[config.mk]
export PLATFORM = sky130hd
export DESIGN_NAME = bit_serial_adder
export DESIGN_NICKNAME = d
export VERILOG_FILES = /design/src/rtl/bit_serial_adder.sv
export SDC_FILE = /design/constraint.sdc
export NUM_CORES = 1
export LEC_CHECK = 0
export CORE_AREA = 3 3 60 62
export CTS_CLUSTER_SIZE = 10
export DETAILED_ROUTE_END_ITERATION = 8
export DIE_AREA = 0 0 63 65
export PLACE_DENSITY = 0.8
export SLEW_MARGIN = 20
export SYNTH_ARGS = -nofsm -noshare
export SYNTH_HDL_FRONTEND = slang
export SYNTH_SLANG_ARGS = --single-unit
[constraint.sdc]
create_clock -name clk -period 1.9 [get_ports clk]
set_input_delay 0.285 -clock clk [delete_from_list [all_inputs] [get_ports clk]]
set_output_delay 0.285 -clock clk [all_outputs]
set_load 0.05 [all_outputs]
[src/rtl/bit_serial_adder.sv]
// bit_serial_adder: LSB-first serial adder built from one full-adder slice and a carry flip-flop
module bit_serial_adder #(
    parameter int WIDTH = 8
) (
    input  logic             clk,
    input  logic             rst,
    input  logic             start,
    input  logic [WIDTH-1:0] a_in,
    input  logic [WIDTH-1:0] b_in,
    input  logic             cin,
    output logic             busy,
    output logic             done,
    output logic [WIDTH-1:0] sum_out,
    output logic             cout
);
    localparam int CW = $clog2(WIDTH);

    typedef enum logic [1:0] {IDLE, SHIFT, DONE} state_t;

    state_t           state;
    logic [WIDTH-1:0] a_reg;
    logic [WIDTH-1:0] b_reg;
    logic [WIDTH-1:0] psum;
    logic             carry;
    logic [CW-1:0]    cnt;
    logic             s;
    logic             co;

    // one-bit full-adder slice fed by the operand LSBs and the stored carry
    always_comb begin
        s  = a_reg[0] ^ b_reg[0] ^ carry;
        co = (a_reg[0] & b_reg[0]) | (carry & (a_reg[0] ^ b_reg[0]));
    end

    // control FSM with the shifting datapath and registered outputs
    always_ff @(posedge clk) begin
        if (rst) begin
            state   <= IDLE;
            a_reg   <= '0;
            b_reg   <= '0;
            psum    <= '0;
            carry   <= 1'b0;
            cnt     <= '0;
            busy    <= 1'b0;
            done    <= 1'b0;
            sum_out <= '0;
            cout    <= 1'b0;
        end else begin
            case (state)
                IDLE: begin
                    if (start) begin
                        a_reg <= a_in;
                        b_reg <= b_in;
                        carry <= cin;
                        cnt   <= '0;
                        psum  <= '0;
                        busy  <= 1'b1;
                        state <= SHIFT;
                    end
                end
                SHIFT: begin
                    carry <= co;
                    psum  <= {s, psum[WIDTH-1:1]};
                    a_reg <= {1'b0, a_reg[WIDTH-1:1]};
                    b_reg <= {1'b0, b_reg[WIDTH-1:1]};
                    cnt   <= cnt + 1'b1;
                    if (cnt == CW'(WIDTH - 1)) begin
                        sum_out <= {s, psum[WIDTH-1:1]};
                        cout    <= co;
                        busy    <= 1'b0;
                        done    <= 1'b1;
                        state   <= DONE;
                    end
                end
                DONE: begin
                    done  <= 1'b0;
                    state <= IDLE;
                end
                default: state <= IDLE;
            endcase
        end
    end
endmodule

==> results of run 1 <==
-- stage by stage --
| stage | area (um2) | setup slack [ns] | utilization |
|---|---|---|---|
| final | 2060 | 0.0927 | 0.668 |
| after global routing | 2060 | 0.0161 | 0.668 |
| after CTS | 2060 | 0.0741 | 0.668 |
| after detailed placement | 2000 | 0.294 | 0.648 |
| after global placement | 2000 | 0.398 | 0.648 |
| after floorplan | 1670 | 0.670 | - |
-- layout by cell type, fill, tap and decap left out, types with 2 or more instances in the layout --
cell type,Yosys,final
buf_4,1,7
mux2i_1,15,15
a211oi_1,5,5
a211oi_2,10,10
nand3b_1,3,3
a22oi_1,9,9
clkinv_2,0,2
dfxtp_1,40,40
ha_1,2,2
clkdlybuf4s50_1,0,30
nor2b_1,2,2
a21oi_1,13,13
nor2_1,27,27
clkbuf_4,0,5
o21ai_0,4,4
nand2_1,18,18
inv_1,3,3
-- report_power, final --
group / internal, mW / switching, mW
Combinational: 0.110 / 0.106
Clock: 0.176 / 0.277
Sequential: 0.878 / 0.0287
-- worst register-to-register path, cell delays in order (launching register included) --
cell and delay (ns):
dfxtp_1 0.62, nor2b_1 0.43, buf_4 0.23, a22oi_1 0.10, nor2_1 0.13
-- logic make-up after synthesis --
family,Yosys count,share of synthesized area
AOI/OAI and AO/OA,45,0.212
and+or+nand+nor,53,0.135
buffers and inverters,17,0.0583
DFF,40,0.478
muxes,15,0.0897
adders and majority gates,3,0.0269
-- how the worst max path moves through the flow --
stage          startpoint         end  slack (ns)  cells past startpoint
6_report             busy        busy        0.09                      1
2_1_floorplan      cnt[0]  sum_out[0]        0.67                      6
3_5_place_dp        start    a_reg[4]        0.29                      5
3_3_place_gp        start    a_reg[5]        0.40                      5
4_1_cts              busy        busy        0.07                      1
5_1_grt              busy        busy        0.02                      1
-- metal layers --
metal,vias to the layer above,GRT usage
li1,662,-
met1,612,0.196
met2,35,0.302
met3,10,0.0520
met4,0,0.0937
met5,-,0
-- area by class of cell --
| cell class | instances | area [um2] | area share |
|---|---|---|---|
| multi-input combinational | 116 | 776 | 0.377 |
| inverter | 3 | 11.3 | 0.00547 |
| clock inverter | 2 | 10.0 | 0.00487 |
| timing repair buffer | 37 | 353 | 0.172 |
| tap | 44 | 55.1 | 0.0268 |
| sequential | 40 | 801 | 0.389 |
| clock buffer | 6 | 51.3 | 0.0249 |
==> impl_metrics.env, run 1 <==
export IMPL_cp_max_fo=3
export IMPL_gp_congestion=0.767
export IMPL_drt_iter0_drc=60
export IMPL_post_synth_top_count_cell="dfxtp_1"
export IMPL_layoutNonFillerInstCount=248
export IMPL_cts_sinks=40
export IMPL_first_pass_iters=5
export IMPL_post_cts_resize_count=0
export IMPL_fin_crit_ns=1.81
export IMPL_rsz0062_at_grt="false"
export IMPL_critPathMaxStageDelay_ns=0.80
export IMPL_grt_usage=0.176
export IMPL_met1_length_mm=1.44
export IMPL_vias=1319
export IMPL_placeableCoreArea_um2=3080
export IMPL_placed_cells=240
export IMPL_async_flop_share=0
export IMPL_syn_area_um2=1670
export IMPL_wl_per_cell_um=13.5
export IMPL_routed_top_layer="met4"
export IMPL_clock_fmax_ghz=0.553
export IMPL_fin_crit_sh=0.951
export IMPL_whs_ns=0.468
export IMPL_initial_core_util=0.544
export IMPL_syn_inst=173
export IMPL_yosysWarnings=0
export IMPL_critPathBufInv=1
export IMPL_htree_num_levels=2
export IMPL_hold_path_endpoint="sum_out[4]"
export IMPL_setup_viol=0
export IMPL_rr_worst_depth=4
export IMPL_postCtsHoldBufs=0
export IMPL_synthesis_nets=196
export IMPL_r2r_slack_ns=0.32
export IMPL_hp_start="sum_out[4]"
export IMPL_ys_ff_latch=40
export IMPL_syn_to_final_growth_pct=22.9
export IMPL_ir_worst_vdd_v=0.000466
export IMPL_wl_met3_um=185
export IMPL_chipWidth_um=63
export IMPL_clkTransAtPathRegs_ns=0.12
export IMPL_crit_family="buffers and inverters"
export IMPL_hp_class="flip-flop to flip-flop"
export IMPL_layout_nets=226
export IMPL_crit_arrival_ns=1.52
export IMPL_worst_slew_pin_slew_ns=0.496
export IMPL_crit_chain="clkdlybuf4s50_1"
export IMPL_slew_violations=0
export IMPL_synthTopCellsByCount="dfxtp_1 (40), nor2_1 (27), nand2_1 (18)"
export IMPL_drc=0
export IMPL_crit_type="flip-flop to output port"
export IMPL_via_per_inst=5.32
export IMPL_clock_skew_final_ns=0.00810
export IMPL_synth_cell_types=26
export IMPL_fp_dieArea_um2=4100
export IMPL_first_global_vias=1266
export IMPL_grt_overflow=0
export IMPL_hpwl_mm=2.49
export IMPL_yosysTopAreaCell="dfxtp_1"
export IMPL_cts_tree="done"
export IMPL_synth_ff_type="dfxtp_1"
export IMPL_cts_root_buf="clkbuf_4"
export IMPL_crit_required_ns=1.62
export IMPL_grt_max_degree=19
export IMPL_yosysSeqAreaShare=0.478
export IMPL_cts_setup_buffers=0
export IMPL_critPathCaptureType="output port"
export IMPL_outcome="complete, no violations"
export IMPL_totalWireLength_mm=3.35
export IMPL_clk_path_buf_depth=2
export IMPL_drive_above_1_share=0.127
export IMPL_p_per_area_nw_per_um2=766
export IMPL_start_kind="flip-flop"
export IMPL_synth_top_cell_area_share=0.478
export IMPL_finalSetupTns_ns=0
export IMPL_max_cap_violations=0
export IMPL_slowest_stage="clkdlybuf4s50_1"
export IMPL_diodes=0
export IMPL_synthTopCellsByArea="dfxtp_1 (48%), mux2i_1 (9.0%), a211oi_2 (7.5%), nor2_1 (6.1%), a22oi_1 (4.0%)"
export IMPL_nFillCells=252
export IMPL_min_path_cells=2
export IMPL_syn_avg_cell_area_um2=9.68
export IMPL_rows=20
export IMPL_portBuffers=30
export IMPL_finalPower_mw=1.58
export IMPL_relSlewSlack=0.668
export IMPL_leakagePower_nw=0.764
export IMPL_drtAntennaViolNets=0
export IMPL_antenna_found_initial=0
export IMPL_wl_met2_mm=1.65
export IMPL_reg2reg_to="psum[3]"
export IMPL_io_pins=31
export IMPL_cts_buffers=5
export IMPL_grt_pass1_wl_mm=5.58
export IMPL_r2r_start="state[0]"
export IMPL_insertion_delay_ns=0.35
export IMPL_synth_edf_count=0
export IMPL_hold_violations=0
export IMPL_die_y_um=65
Power figures use the tool's default switching activity.
==> run 2, diff against run 1 <==
- SKIP_LAST_GASP: not set -> 1
==> results of run 2 <==
Final layout, timing and power as in run 1 (identical DEF).
